===== config.mk =====
export PLATFORM = sky130hd
export DESIGN_NAME = demux_1_8_reg
export DESIGN_NICKNAME = d
export VERILOG_FILES = /design/src/rtl/demux_1_8_reg.sv
export SDC_FILE = /design/constraint.sdc
export NUM_CORES = 1
export LEC_CHECK = 0
export BUFFER_PORTS_ARGS = -buffer_cell sky130_fd_sc_hd__buf_4
export CORE_UTILIZATION = 40
export DETAILED_ROUTE_END_ITERATION = 12
export PLACE_DENSITY = 0.73
export SLEW_MARGIN = 25
export SYNTH_ARGS = -nofsm -noshare
export SYNTH_HDL_FRONTEND = slang
export SYNTH_SLANG_ARGS = --single-unit

===== constraint.sdc =====
create_clock -name clk -period 2.5 [get_ports clk]
set_input_delay 0.125 -clock clk [delete_from_list [all_inputs] [get_ports clk]]
set_output_delay 0.125 -clock clk [all_outputs]
set_load 0.01 [all_outputs]

===== src/rtl/demux_1_8_reg.sv =====
// Registered 1-to-NUM_OUT byte demultiplexer. Each lane has a one-entry holding register
// with its own valid/ready handshake, so a stalled lane blocks only beats addressed to it.
module demux_1_8_reg #(
    parameter int DATA_W  = 8,
    parameter int NUM_OUT = 8,
    parameter int SEL_W   = 3
) (
    input  logic                      clk,
    input  logic                      rst_n,
    input  logic                      in_valid,
    output logic                      in_ready,
    input  logic [DATA_W-1:0]         in_data,
    input  logic [SEL_W-1:0]          in_sel,
    output logic [NUM_OUT-1:0]        out_valid,
    input  logic [NUM_OUT-1:0]        out_ready,
    output logic [NUM_OUT*DATA_W-1:0] out_data,
    output logic [15:0]               acc_cnt,
    output logic [7:0]                drop_cnt,
    output logic                      sel_err
);

    localparam int SEL_N = 2 ** SEL_W;

    logic [SEL_N-1:0]   sel_ready;
    logic [NUM_OUT-1:0] sel_hit;
    logic [NUM_OUT-1:0] load;
    logic               accept;
    logic               sel_good;
    logic [15:0]        acc_cnt_reg;
    logic [7:0]         drop_cnt_reg;
    logic               sel_err_reg;

    // Unused select codes always accept so that bad beats are swallowed, never stalled.
    genvar gi;
    generate
        for (gi = 0; gi < SEL_N; gi++) begin : g_sel_ready
            if (gi < NUM_OUT) begin : g_lane
                assign sel_ready[gi] = ~out_valid[gi] | out_ready[gi];
            end else begin : g_unused
                assign sel_ready[gi] = 1'b1;
            end
        end
    endgenerate

    assign in_ready = sel_ready[in_sel];
    assign accept   = in_valid & in_ready;
    assign sel_good = |sel_hit;

    generate
        for (gi = 0; gi < NUM_OUT; gi++) begin : g_lane
            logic              valid_reg;
            logic [DATA_W-1:0] data_reg;

            assign sel_hit[gi] = (in_sel == SEL_W'(gi));
            assign load[gi]    = accept & sel_hit[gi];

            // A load wins over a drain on the same edge, giving full-rate back-to-back beats.
            always_ff @(posedge clk or negedge rst_n) begin
                if (!rst_n) begin
                    valid_reg <= 1'b0;
                    data_reg  <= '0;
                end else if (load[gi]) begin
                    valid_reg <= 1'b1;
                    data_reg  <= in_data;
                end else if (out_ready[gi]) begin
                    valid_reg <= 1'b0;
                end
            end

            assign out_valid[gi]                  = valid_reg;
            assign out_data[gi*DATA_W +: DATA_W]  = data_reg;
        end
    endgenerate

    always_ff @(posedge clk or negedge rst_n) begin
        if (!rst_n) begin
            acc_cnt_reg  <= '0;
            drop_cnt_reg <= '0;
            sel_err_reg  <= 1'b0;
        end else if (accept) begin
            if (sel_good) begin
                acc_cnt_reg <= acc_cnt_reg + 16'd1;
            end else begin
                if (drop_cnt_reg != 8'hFF) begin
                    drop_cnt_reg <= drop_cnt_reg + 8'd1;
                end
                sel_err_reg <= 1'b1;
            end
        end
    end

    assign acc_cnt  = acc_cnt_reg;
    assign drop_cnt = drop_cnt_reg;
    assign sel_err  = sel_err_reg;

endmodule


Word level (Yosys, flattened, before mapping)
Index checks and enable logic that the tools add are counted.
{ "classes": {"add_sub_neg": 2, "order_cmp": 1, "n_eq_ne": 8, "mux": 18, "bitwise_logic": 26, "n_reduce_logical": 13} }
{ "ops": {"columns": ["cell", "count"], "rows": [
  ["$mux W1", 17],
  ["$add A16 B1 Y16 const B", 1],
  ["$reduce_bool A2 Y1", 8],
  ["$eq A3 B3 Y1 const B", 4],
  ["$and A1 B1 Y1", 9],
  ["$not A1 Y1", 9],
  ["$add A8 B1 Y8 const B", 1],
  ["$ne A8 B8 Y1 const B", 1],
  ["$or A1 B1 Y1", 8],
  ["$reduce_or A8 Y1", 1],
  ["$eq A3 B2 Y1 const B", 2],
  ["$lt A3 B4 Y1 const B", 1],
  ["$reduce_and A2 Y1", 2],
  ["$bmux W1 S3", 1],
  ["$eq A3 B1 Y1 const B", 1],
  ["$logic_not A3 Y1", 1],
  ["$reduce_and A3 Y1", 1]
]} }
{ "totals": {"register_bits": 97, "out_inout_bits": 98} }

Depth between registers and ports, before layout
{ "depth": {"ltp_word": 7, "ltp_mapped": 7, "depth_no_buf": 6} }

Worst setup path before layout
Ideal clock, no wire load.
{ "synth_timing": {"path_type": "flip-flop to flip-flop", "from": "reg g_lane[3].valid_reg", "to": "reg acc_cnt_reg[1], in the netlist acc_cnt[1]", "setup_ns": 0.128, "arrival_time_ns": 1.512, "setup_slack_ns": 0.860, "stages_incl_launch_ff": 5, "path_buffers": 0, "period_less_slack_ns": 1.640, "path_cell_list": "dfrtp_1 -> nand2b_4 -> mux4_2 -> a32o_2 -> mux2_1"} }
{ "synth_between": {"elab_chain_len": 6} }
{ "synth_lines": {"columns": ["element", "line_no", "rtl"], "rows": [
  ["start, declared", "51", "logic valid_reg;"],
  ["start signal, assigned", "60", "valid_reg <= 1'b0;"],
  ["start signal, assigned", "63", "valid_reg <= 1'b1;"],
  ["start signal, assigned", "66", "valid_reg <= 1'b0;"],
  ["$not A1 Y1", "38", "assign sel_ready[gi] = ~out_valid[gi] | out_ready[gi];"],
  ["$or A1 B1 Y1", "38", null],
  ["$bmux W1 S3", "45", "assign in_ready = sel_ready[in_sel];"],
  ["$mux W1 (implied by the code)", "45", null],
  ["$and A1 B1 Y1", "46", "assign accept = in_valid & in_ready;"],
  ["$reduce_and A2 Y1 (no source line)", null, null],
  ["end signal, assigned", "82", "acc_cnt_reg <= acc_cnt_reg + 16'd1;"],
  ["end, declared", "29", "logic [15:0] acc_cnt_reg;"]
]} }
No other way between the ends. The select of a mux whose other input is x is not followed.
A chain may end at the register's enable or synchronous reset.

Final worst setup path
{ "layout_timing": {"from": "reg g_lane[6].valid_reg", "to": "reg g_lane[5].data_reg[6]"} }
{ "layout_between": {"elab_chain_len": 6} }
{ "layout_lines": {"columns": ["element", "line_no", "rtl"], "rows": [
  ["start, declared", "51", null],
  ["start signal, assigned", "60", null],
  ["start signal, assigned", "63", null],
  ["start signal, assigned", "66", null],
  ["$not A1 Y1", "38", null],
  ["$or A1 B1 Y1", "38", null],
  ["$bmux W1 S3", "45", null],
  ["$mux W1 (implied by the code)", "45", null],
  ["$and A1 B1 Y1", "46", null],
  ["$and A1 B1 Y1", "55", "assign load[gi] = accept & sel_hit[gi];"],
  ["end signal, assigned", "64", "data_reg <= in_data;"],
  ["end, declared", "52", "logic [DATA_W-1:0] data_reg;"]
]} }
No other way between the ends. The select of a mux whose other input is x is not followed.

==> metrics.txt <==
Detailed Place HPWL 6070 um; initial antenna violation count 0; cell count of the worst reg-to-reg path 4; start-to-end type of the worst setup path flip-flop to flip-flop; portion of synthesized cell area occupied by the leading cell type 62.2%; status finished, final reports clean; fraction of final layout cells with drive strength greater than 1 53.2%; simple-gate share of the synthesized area 9.58%; initial standard-cell utilization of the core 41.9%; synthesized-area fraction occupied by adder cells 0.320%; area growth from synthesis to layout 29.3%; width of the die 101 um; highest net fanout along the worst path 9; dominant combinational cell family by area after synthesis multiplexers; origin of the critical flop-to-flop path g_lane[6].valid_reg$_DFFE_PN0P_; clock tree from TritonCTS yes; number of failing hold endpoints at the final stage 0; Vias 2530; Synth cell types 32; RSZ-0062 raised after global routing no; design area 0.00505 sq mm; max-slew violation count 0; YS warnings 0; ANT cells 0; buffer cell driving the clock tree root clkbuf_8; number of resized instances in the post-cts repair step 0; Max H-tree Level 3; most common flop cell mapped by yosys dfrtp_1; global-route usage over all layers 17.8%; Post-synth ARST share 100%; wire length of the first global-routing pass 13400 um; total power draw 4.06 mW; post-detailed-routing wire length 8640 um; Synth Instances 277; crit path DAT 2.10 ns; most used standard cell by instance count after synthesis dfrtp_1; DR WL/cell 16.6 um; violation count after the first detailed-route iteration 83; global route overflow 0; Fin Setup TNS 0 ns; cell accounting for the most synthesized area dfrtp_1; PwrDens 805 mW/mm^2; worst reg2reg endpoint g_lane[5].data_reg[6]$_DFFE_PN0P_; xor/xnor cell area share of the yosys netlist 3.36%; final core utilization 54.1%; end of the critical path g_lane[5].data_reg[6]$_DFFE_PN0P_; origin of the worst setup path g_lane[6].valid_reg$_DFFE_PN0P_; total placed instance area 0.00486 sq mm; data required time of the critical path 2.74 ns; mapped cell area 0.00390 sq mm; share of the synthesized area in compound gates (AO/OA/AOI/OAI) 1.09%; Detailed Routing Iterations Pass 1 4; part of the cycle the worst path needs 74.7%; biggest area contributors in the synthesized netlist dfrtp_1 (62%), mux2_2 (18%), xnor2_1 (3.1%); worst-case register-to-register setup slack 0.63 ns; maximum vdd ir drop 0.000347 V; number of buffers created by CTS 9; maximum number of pins on one net before global-route repair 55; Max-Cap Viols 0; Die Outline Area 0.0102 sq mm; vertical die dimension 101 um; number of global-route vias before repair 2431; Fmax 536 MHz; num rows 35; Reg clk slew, reported paths 0.09 ns; static leakage 2.43 nW; clk_lat worst skew 0.35 ns; number of enable flip-flop cells after synthesis 0; net count reported at finish 410; flip-flop and latch count after synthesis 97; io pins 120; post-synthesis mux area share 19.3%; Post-CTS Setup Inserts 0; flip-flop count of the largest register after layout 64; final setup fails 0; Worst setup EP type flip-flop; cell types with the highest counts after synthesis dfrtp_1 (97), mux2_2 (63), xnor2_1 (14), nand2_1 (13), nand4_1 (11); IO Port Bufs 119; Worst Tran Pin Value 0.713 ns; post-synthesis area per instance 14.1 sq um; worst-case clock buffer depth 2; CTS sink count 97; worst slew slack as a fraction of its limit 52.3%; portion of the post-synthesis area used by sequential elements 62.2%; fin crit period 1.87 ns; final RePlAce weighted congestion 0.769; hold buffers post-CTS 1; total nets after synthesis 300; type of the tightest min-delay check primary input to flip-flop; post-detailed-route via-to-cell ratio 4.87; drc violations 0; Placeable Area 0.00933 sq mm; clock skew after layout 0.0101 ns; startpoint type of the worst setup path flip-flop; Antenna Violating Nets Remaining 0
==> worst min path at each step <==
stage	start	endpoint	slack, ns	cells past startpoint
floorplan	rst_n	acc_cnt[0]$_DFFE_PN0P_	-0.17	0
global placement	rst_n	g_lane[4].valid_reg$_DFFE_PN0P_	0.16	1
global route	out_ready[2]	g_lane[2].valid_reg$_DFFE_PN0P_	0.04	3
detailed placement	rst_n	g_lane[4].valid_reg$_DFFE_PN0P_	0.16	1
finish	out_ready[3]	g_lane[3].valid_reg$_DFFE_PN0P_	0.05	3
CTS	out_ready[2]	g_lane[2].valid_reg$_DFFE_PN0P_	0.03	3
==> final cells by class <==
cell class | instances | area, sq um
Clock buffer | 10 | 138
Clock inverter | 5 | 41.3
Fill cell | 805 | 4280
Inverter | 7 | 26.3
Multi-Input combinational cell | 149 | 1320
Sequential cell | 97 | 2430
Tap cell | 129 | 161
Timing Repair Buffer | 123 | 938
==> power by group <==
part           leakage, nW  switching [mW]  internal (mW)  total (mW)
combinational         1.13           0.448          0.614        1.06
clock               0.0850           0.542          0.391       0.933
sequential            1.21           0.212           1.86        2.07
total                 2.43            1.20           2.86        4.06
==> per-layer routing <==
metal,up-vias,track usage (%),wire length [um],share of wire (%)
li1,1166,-,-,-
met1,1289,24.5,3860,45
met3,9,3.68,463,5.4
met5,-,0,0,0
met4,0,6.69,121,1.4
met2,66,27.9,4190,49
==> cell families (layout without fill, tap and decap cells) <==
| kind of cell | after synthesis | after routing |
|---|---|---|
| xor gates and xnor gates | 15 | 15 |
| buffers and inverters | 31 | 145 |
| muxes | 66 | 66 |
| DFF | 97 | 97 |
| AOI/OAI and AO/OA | 5 | 5 |
| and+or+nand+nor | 62 | 62 |
| adders and majority gates | 1 | 1 |
==> cell usage in the layout, fill, tap and decap left out, drive strengths merged <==
cell	n
buf	122
dfrtp	97
mux2	65
xnor2	14
nand2	13
nand4	11
clkbuf	10
nor2	9
inv	8
nand3	8
nand2b	7
and3	4
nor2b	4
clkinvlp	2
clkinv	2
and4bb	2
nand4b	1
o311ai	1
mux4	1
a21oi	1
nor3	1
o311a	1
a32o	1
xor2	1
a21o	1
and4	1
nor4	1
ha	1
dlygate4sd3	1
==> stage by stage <==
stage          cells  worst slack, ns  hold slack [ns]
3_3_place_gp     504            0.708            0.157
4_1_cts          520            0.620           0.0280
5_1_grt          520            0.558           0.0369
6_report         520            0.633           0.0453
3_5_place_dp     504            0.639            0.163
2_1_floorplan    277            0.860           -0.171
==> worst max-delay path: stages (launching register included) <==
cell and delay, ns:
dfrtp_1 0.42, and4bb_2 0.24, nor3_1 0.17, and3_1 0.54
mux2_2 0.39
No activity file was read; power rests on OpenSTA's default activity.
